File: config.mk
export PLATFORM = sky130hd
export DESIGN_NAME = mem_access_sequencer
export DESIGN_NICKNAME = d
export VERILOG_FILES = /design/src/rtl/mem_access_sequencer.sv
export SDC_FILE = /design/constraint.sdc
export NUM_CORES = 1
export LEC_CHECK = 0
export BUFFER_PORTS_ARGS = -buffer_cell sky130_fd_sc_hd__buf_2
export CAP_MARGIN = 20
export CORE_UTILIZATION = 55
export CTS_BUF_LIST = sky130_fd_sc_hd__clkbuf_4
export DETAILED_ROUTE_END_ITERATION = 12
export PLACE_DENSITY = 0.84
export SLEW_MARGIN = 20
export SYNTH_ARGS = -nofsm -noshare
export SYNTH_HDL_FRONTEND = slang
export SYNTH_SLANG_ARGS = --single-unit
File: constraint.sdc
create_clock -name clock -period 6.7 [get_ports clock]
set_input_delay 0.67 -clock clock [delete_from_list [all_inputs] [get_ports clock]]
set_output_delay 0.67 -clock clock [all_outputs]
set_load 0.01 [all_outputs]
File: src/rtl/mem_access_sequencer.sv
// Data-memory access sequencer for a single-port, 1-cycle-latency word RAM.
// Handles load lane alignment, single-cycle word stores and read-modify-write sub-word stores.
module mem_access_sequencer #(
  parameter int ADDR_WIDTH = 10
) (
  input  logic                  clock,
  input  logic                  reset,
  input  logic                  memRead,
  input  logic                  memWrite,
  input  logic [1:0]            accessSize,
  input  logic [31:0]           address,
  input  logic [31:0]           writeData,
  output logic                  stall,
  output logic [31:0]           alignedData,
  output logic [1:0]            maskLength,
  output logic                  loadValid,
  output logic                  misaligned,
  output logic [ADDR_WIDTH-1:0] ramAddr,
  output logic                  ramWe,
  output logic [31:0]           ramWData,
  input  logic [31:0]           ramRData
);

  typedef enum logic [2:0] {
    IDLE,
    LOAD_WAIT,
    LOAD_DONE,
    RMW_MERGE,
    RMW_WRITE
  } state_e;

  typedef enum logic [1:0] {
    SZ_WORD = 2'd0,
    SZ_HALF = 2'd1,
    SZ_BYTE = 2'd2
  } size_e;

  state_e                state_q, state_d;
  logic [ADDR_WIDTH-1:0] addr_q, addr_d;
  logic [1:0]            off_q, off_d;
  size_e                 size_q, size_d;
  logic [15:0]           wdata_q, wdata_d;
  logic [31:0]           merged_q, merged_d;
  logic [31:0]           aligned_q, aligned_d;
  logic [1:0]            mask_q, mask_d;

  size_e                 req_size;
  logic                  req_misaligned;
  logic                  stall_c, load_valid_c, misaligned_c, ram_we_c;
  logic [31:0]           ram_wdata_c;
  logic [ADDR_WIDTH-1:0] ram_addr_c;

  // Bits above the RAM word address and below the word boundary are deliberately dropped.
  logic unused_addr_bits;
  assign unused_addr_bits = ^address[31:ADDR_WIDTH+2];

  assign req_size       = (accessSize == 2'd3) ? SZ_WORD : size_e'(accessSize);
  assign req_misaligned = ((req_size == SZ_WORD) && (address[1:0] != 2'b00)) ||
                          ((req_size == SZ_HALF) && address[0]);

  always_comb begin
    // NOTE: every variable gets a default first so no path through the case infers a latch.
    state_d      = state_q;
    addr_d       = addr_q;
    off_d        = off_q;
    size_d       = size_q;
    wdata_d      = wdata_q;
    merged_d     = merged_q;
    aligned_d    = aligned_q;
    mask_d       = mask_q;
    stall_c      = 1'b0;
    load_valid_c = 1'b0;
    misaligned_c = 1'b0;
    ram_we_c     = 1'b0;
    ram_wdata_c  = '0;
    ram_addr_c   = addr_q;

    unique case (state_q)
      IDLE: begin
        ram_addr_c = address[ADDR_WIDTH+1:2];
        if (memRead || memWrite) begin
          if (req_misaligned) begin
            misaligned_c = 1'b1;
          end else begin
            addr_d  = address[ADDR_WIDTH+1:2];
            off_d   = address[1:0];
            size_d  = req_size;
            wdata_d = writeData[15:0];
            // A simultaneous read and write is executed as a load only.
            if (memRead) begin
              stall_c = 1'b1;
              state_d = LOAD_WAIT;
            end else if (req_size == SZ_WORD) begin
              ram_we_c    = 1'b1;
              ram_wdata_c = writeData;
            end else begin
              stall_c = 1'b1;
              state_d = RMW_MERGE;
            end
          end
        end
      end

      LOAD_WAIT: begin
        stall_c   = 1'b1;
        aligned_d = ramRData >> {off_q, 3'b000};
        mask_d    = size_q;
        state_d   = LOAD_DONE;
      end

      LOAD_DONE: begin
        load_valid_c = 1'b1;
        state_d      = IDLE;
      end

      RMW_MERGE: begin
        stall_c  = 1'b1;
        merged_d = ramRData;
        if (size_q == SZ_BYTE) begin
          merged_d[{off_q, 3'b000} +: 8] = wdata_q[7:0];
        end else begin
          merged_d[{off_q[1], 4'b0000} +: 16] = wdata_q;
        end
        state_d = RMW_WRITE;
      end

      RMW_WRITE: begin
        ram_we_c    = 1'b1;
        ram_wdata_c = merged_q;
        state_d     = IDLE;
      end

      default: state_d = IDLE;
    endcase
  end

  always_ff @(posedge clock) begin
    // NOTE: state uses non-blocking assignments so every flop samples pre-edge values.
    if (reset) begin
      state_q   <= IDLE;
      addr_q    <= '0;
      off_q     <= '0;
      size_q    <= SZ_WORD;
      wdata_q   <= '0;
      merged_q  <= '0;
      aligned_q <= '0;
      mask_q    <= '0;
    end else begin
      state_q   <= state_d;
      addr_q    <= addr_d;
      off_q     <= off_d;
      size_q    <= size_d;
      wdata_q   <= wdata_d;
      merged_q  <= merged_d;
      aligned_q <= aligned_d;
      mask_q    <= mask_d;
    end
  end

  // Outputs are forced low for the whole reset cycle, which also blocks an aborted RMW write.
  assign stall       = reset ? 1'b0 : stall_c;
  assign loadValid   = reset ? 1'b0 : load_valid_c;
  assign misaligned  = reset ? 1'b0 : misaligned_c;
  assign ramWe       = reset ? 1'b0 : ram_we_c;
  assign ramWData    = reset ? '0   : ram_wdata_c;
  assign ramAddr     = reset ? '0   : ram_addr_c;
  assign alignedData = reset ? '0   : aligned_q;
  assign maskLength  = reset ? '0   : mask_q;

endmodule

==> out/results.tsv <==
metric	value	unit
status	finished clean	
Synth Flop Type	dfxtp_1	
drt wl/cell	17.2	um
Least-Margin Pin Slew	1.03	ns
die area	10900	um2
Clock Path Buffers	2	
clk slew on worst S/H paths	0.16	ns
Final HPWL DP	12000	um
Clock Latency Late Sink	0.47	ns
Max Clk Rate	0.286	GHz
post-route cell area	6730	um2
Initial Util	0.564	
Hold Vio Cnt, Final	0	
most common cell after layout, fill and taps aside	buf_2	
post-route ant nets	0	
H-tree depth	3	
vias in the first global route	5418	
layout cells sized above 1	0.321	
top cell type's share of synthesized area	0.343	
I/O pin cnt	182	
n_diodes	0	
Die Ht	104	um
top area cells in the synthesized netlist	dfxtp_1, nand2_1, mux2_2, a21oi_1, a221oi_1	
EDFF count, synth	0	
crit start category	input pin	
synth unique cells	43	
clk sinks	99	
synth warn	0	
most frequent cells in the layout	buf_2, nand2_1, dfxtp_1	
worst setup path class	input pin to output port	
area leader, netlist	dfxtp_1	
core area	10200	um2
post-synthesis cell count	724	
num rows	37	
PD cells	195	nW/um2
via count	5909	
Relative slew margins	0.311	
hold path depth	3	
Placer Congestion	0.898	
IO buf count	161	
worst-path fanout max	33	
RR Endpoint	merged_q[16]	
Final setup violation count	0	
Worst EP required	6.03	ns
initial detailed-routing violation count	477	
vias per inst	5.99	
Die Width	104	um
unrepaired setup endpoints after global routing	false	
clock skew	0.0199	ns
drt first pass iters	7	
Synth async-reset ratio	0	
syn_nets	834	
Worst R2R Setup Slack	3.42	ns
largest net degree at the start of global routing	106	
Worst setup EP type	output port	
postcts setup bufs	0	
Hold Worst Slack	0.428	ns
Area Overhead vs Synth	16.5	%
CTS Buf Count	9	
global route overflow	0	
Post-Syn Area	5770	um2
Worst Hold Class	input pin to register	
GRT Resource Usage Total	0.314	
Reg2Reg Depth	6	
initial antenna violation count	0	
r2r startpoint	off_q[1]	
CTS Hold Bufs	0	
Worst Hold End	addr_q[4]	
Max Cap Viol	0	
placed cell areas	6580	um2
Remaining DRCs	0	
Sum Neg Setup Slack	0	ns
VDD IR-drop max	0.103	mV
crit path DAT	2.82	ns
FF+latch count, synth	99	
Max Slew Vio Count	0	
Final nets	956	
first-pass GRT wire length	27200	um
hold_sp	address[6]	
Final min period	3.49	ns
leakage	2.68	nW
CTS tree	done	
final wirelength	17000	um
Resize count post-CTS	0	
Syn Area/Cell	7.98	um2
Final Cycle Share	0.522	
root buffer cell	clkbuf_4	
post-synthesis sequential area ratio	0.343	
## through the flow
stage,cells,power [mW],worst slack [ns],utilization
finish,986,1.31,3.21,0.657
global route,986,1.37,3.09,0.657
CTS,986,1.31,3.27,0.656
detailed placement,971,0.999,3.28,0.643
global placement,970,0.985,3.33,0.642
floorplan,724,0.886,3.80,-
## sequential cells by signal, indices dropped and copies added (netlist names)
signal and flops:
aligned_q 32, wdata_q 16, state_q 3, off_q 2
addr_q 10, mask_q 2, size_q 2, merged_q 32
## critical path, stage by stage
cell and delay, ns:
buf_2 0.10, inv_1 0.05, ha_1 0.33, or2_2 0.38
a2111oi_4 0.32, buf_4 0.46, nor2_1 0.07, nor2_1 0.22
buf_2 0.19
## layout make-up
class	instances	area [um2]
Timing Repair Buffer	171	888
Tap cell	136	170
Clock buffer	9	67.6
Fill cell	884	3500
Sequential cell	99	1980
Multi-Input combinational cell	555	3510
Inverter	10	37.5
Clock inverter	6	65.1
## metal layers
| layer | share of wire | track usage | vias to the layer above |
|---|---|---|---|
| met1 | 0.42 | 0.417 | 2739 |
| li1 | - | - | 2818 |
| met2 | 0.46 | 0.503 | 303 |
| met4 | 0.036 | 0.155 | 0 |
| met5 | 0 | 0 | - |
| met3 | 0.078 | 0.0357 | 49 |
## cell usage after synthesis (2+ instances only)
master	number
nand2_1	143
dfxtp_1	99
a21oi_1	58
o21ai_0	50
nor2_1	41
clkbuf_1	37
nor2b_1	35
a221oi_1	33
mux2_2	32
mux2i_1	24
nor3_1	20
a22oi_2	19
nor2_2	19
buf_2	15
o21ai_1	15
a22oi_1	13
a22o_1	8
a311oi_1	8
ha_1	8
nand3_1	8
buf_1	4
buf_6	4
clkinv_1	4
inv_1	4
inv_2	2
nand2b_1	2
nor4b_2	2
or3_1	2
## worst max path at each step
stage                        startpoint     endpoint  slack, ns  depth (start not counted)
after floorplan           accessSize[0]        ramWe       3.80                          7
after global placement            reset        ramWe       3.33                          6
after detailed placement  accessSize[0]  ramWData[4]       3.28                          9
after CTS                 accessSize[0]  ramWData[4]       3.27                          9
after global routing              reset        ramWe       3.09                          6
final                     accessSize[0]        ramWe       3.21                          9
## logic make-up after synthesis
family                   after synthesis  synth area share
AND/OR/NAND/NOR                      281             0.230
AO/OA/AOI/OAI                        210             0.251
flip-flops                            99             0.343
buffers and inverters                 70            0.0540
multiplexers                          56             0.104
adder cells (fa/ha/maj)                8            0.0173
## power breakdown
group	internal (mW)	leakage (nW)	switching, mW	total (mW)
combinational	0.127	1.82	0.208	0.334
clock	0.112	0.0621	0.208	0.320
sequential	0.623	0.805	0.0359	0.658
total	0.861	2.68	0.452	1.31
Note: power is estimated with default switching activity, not from simulation.
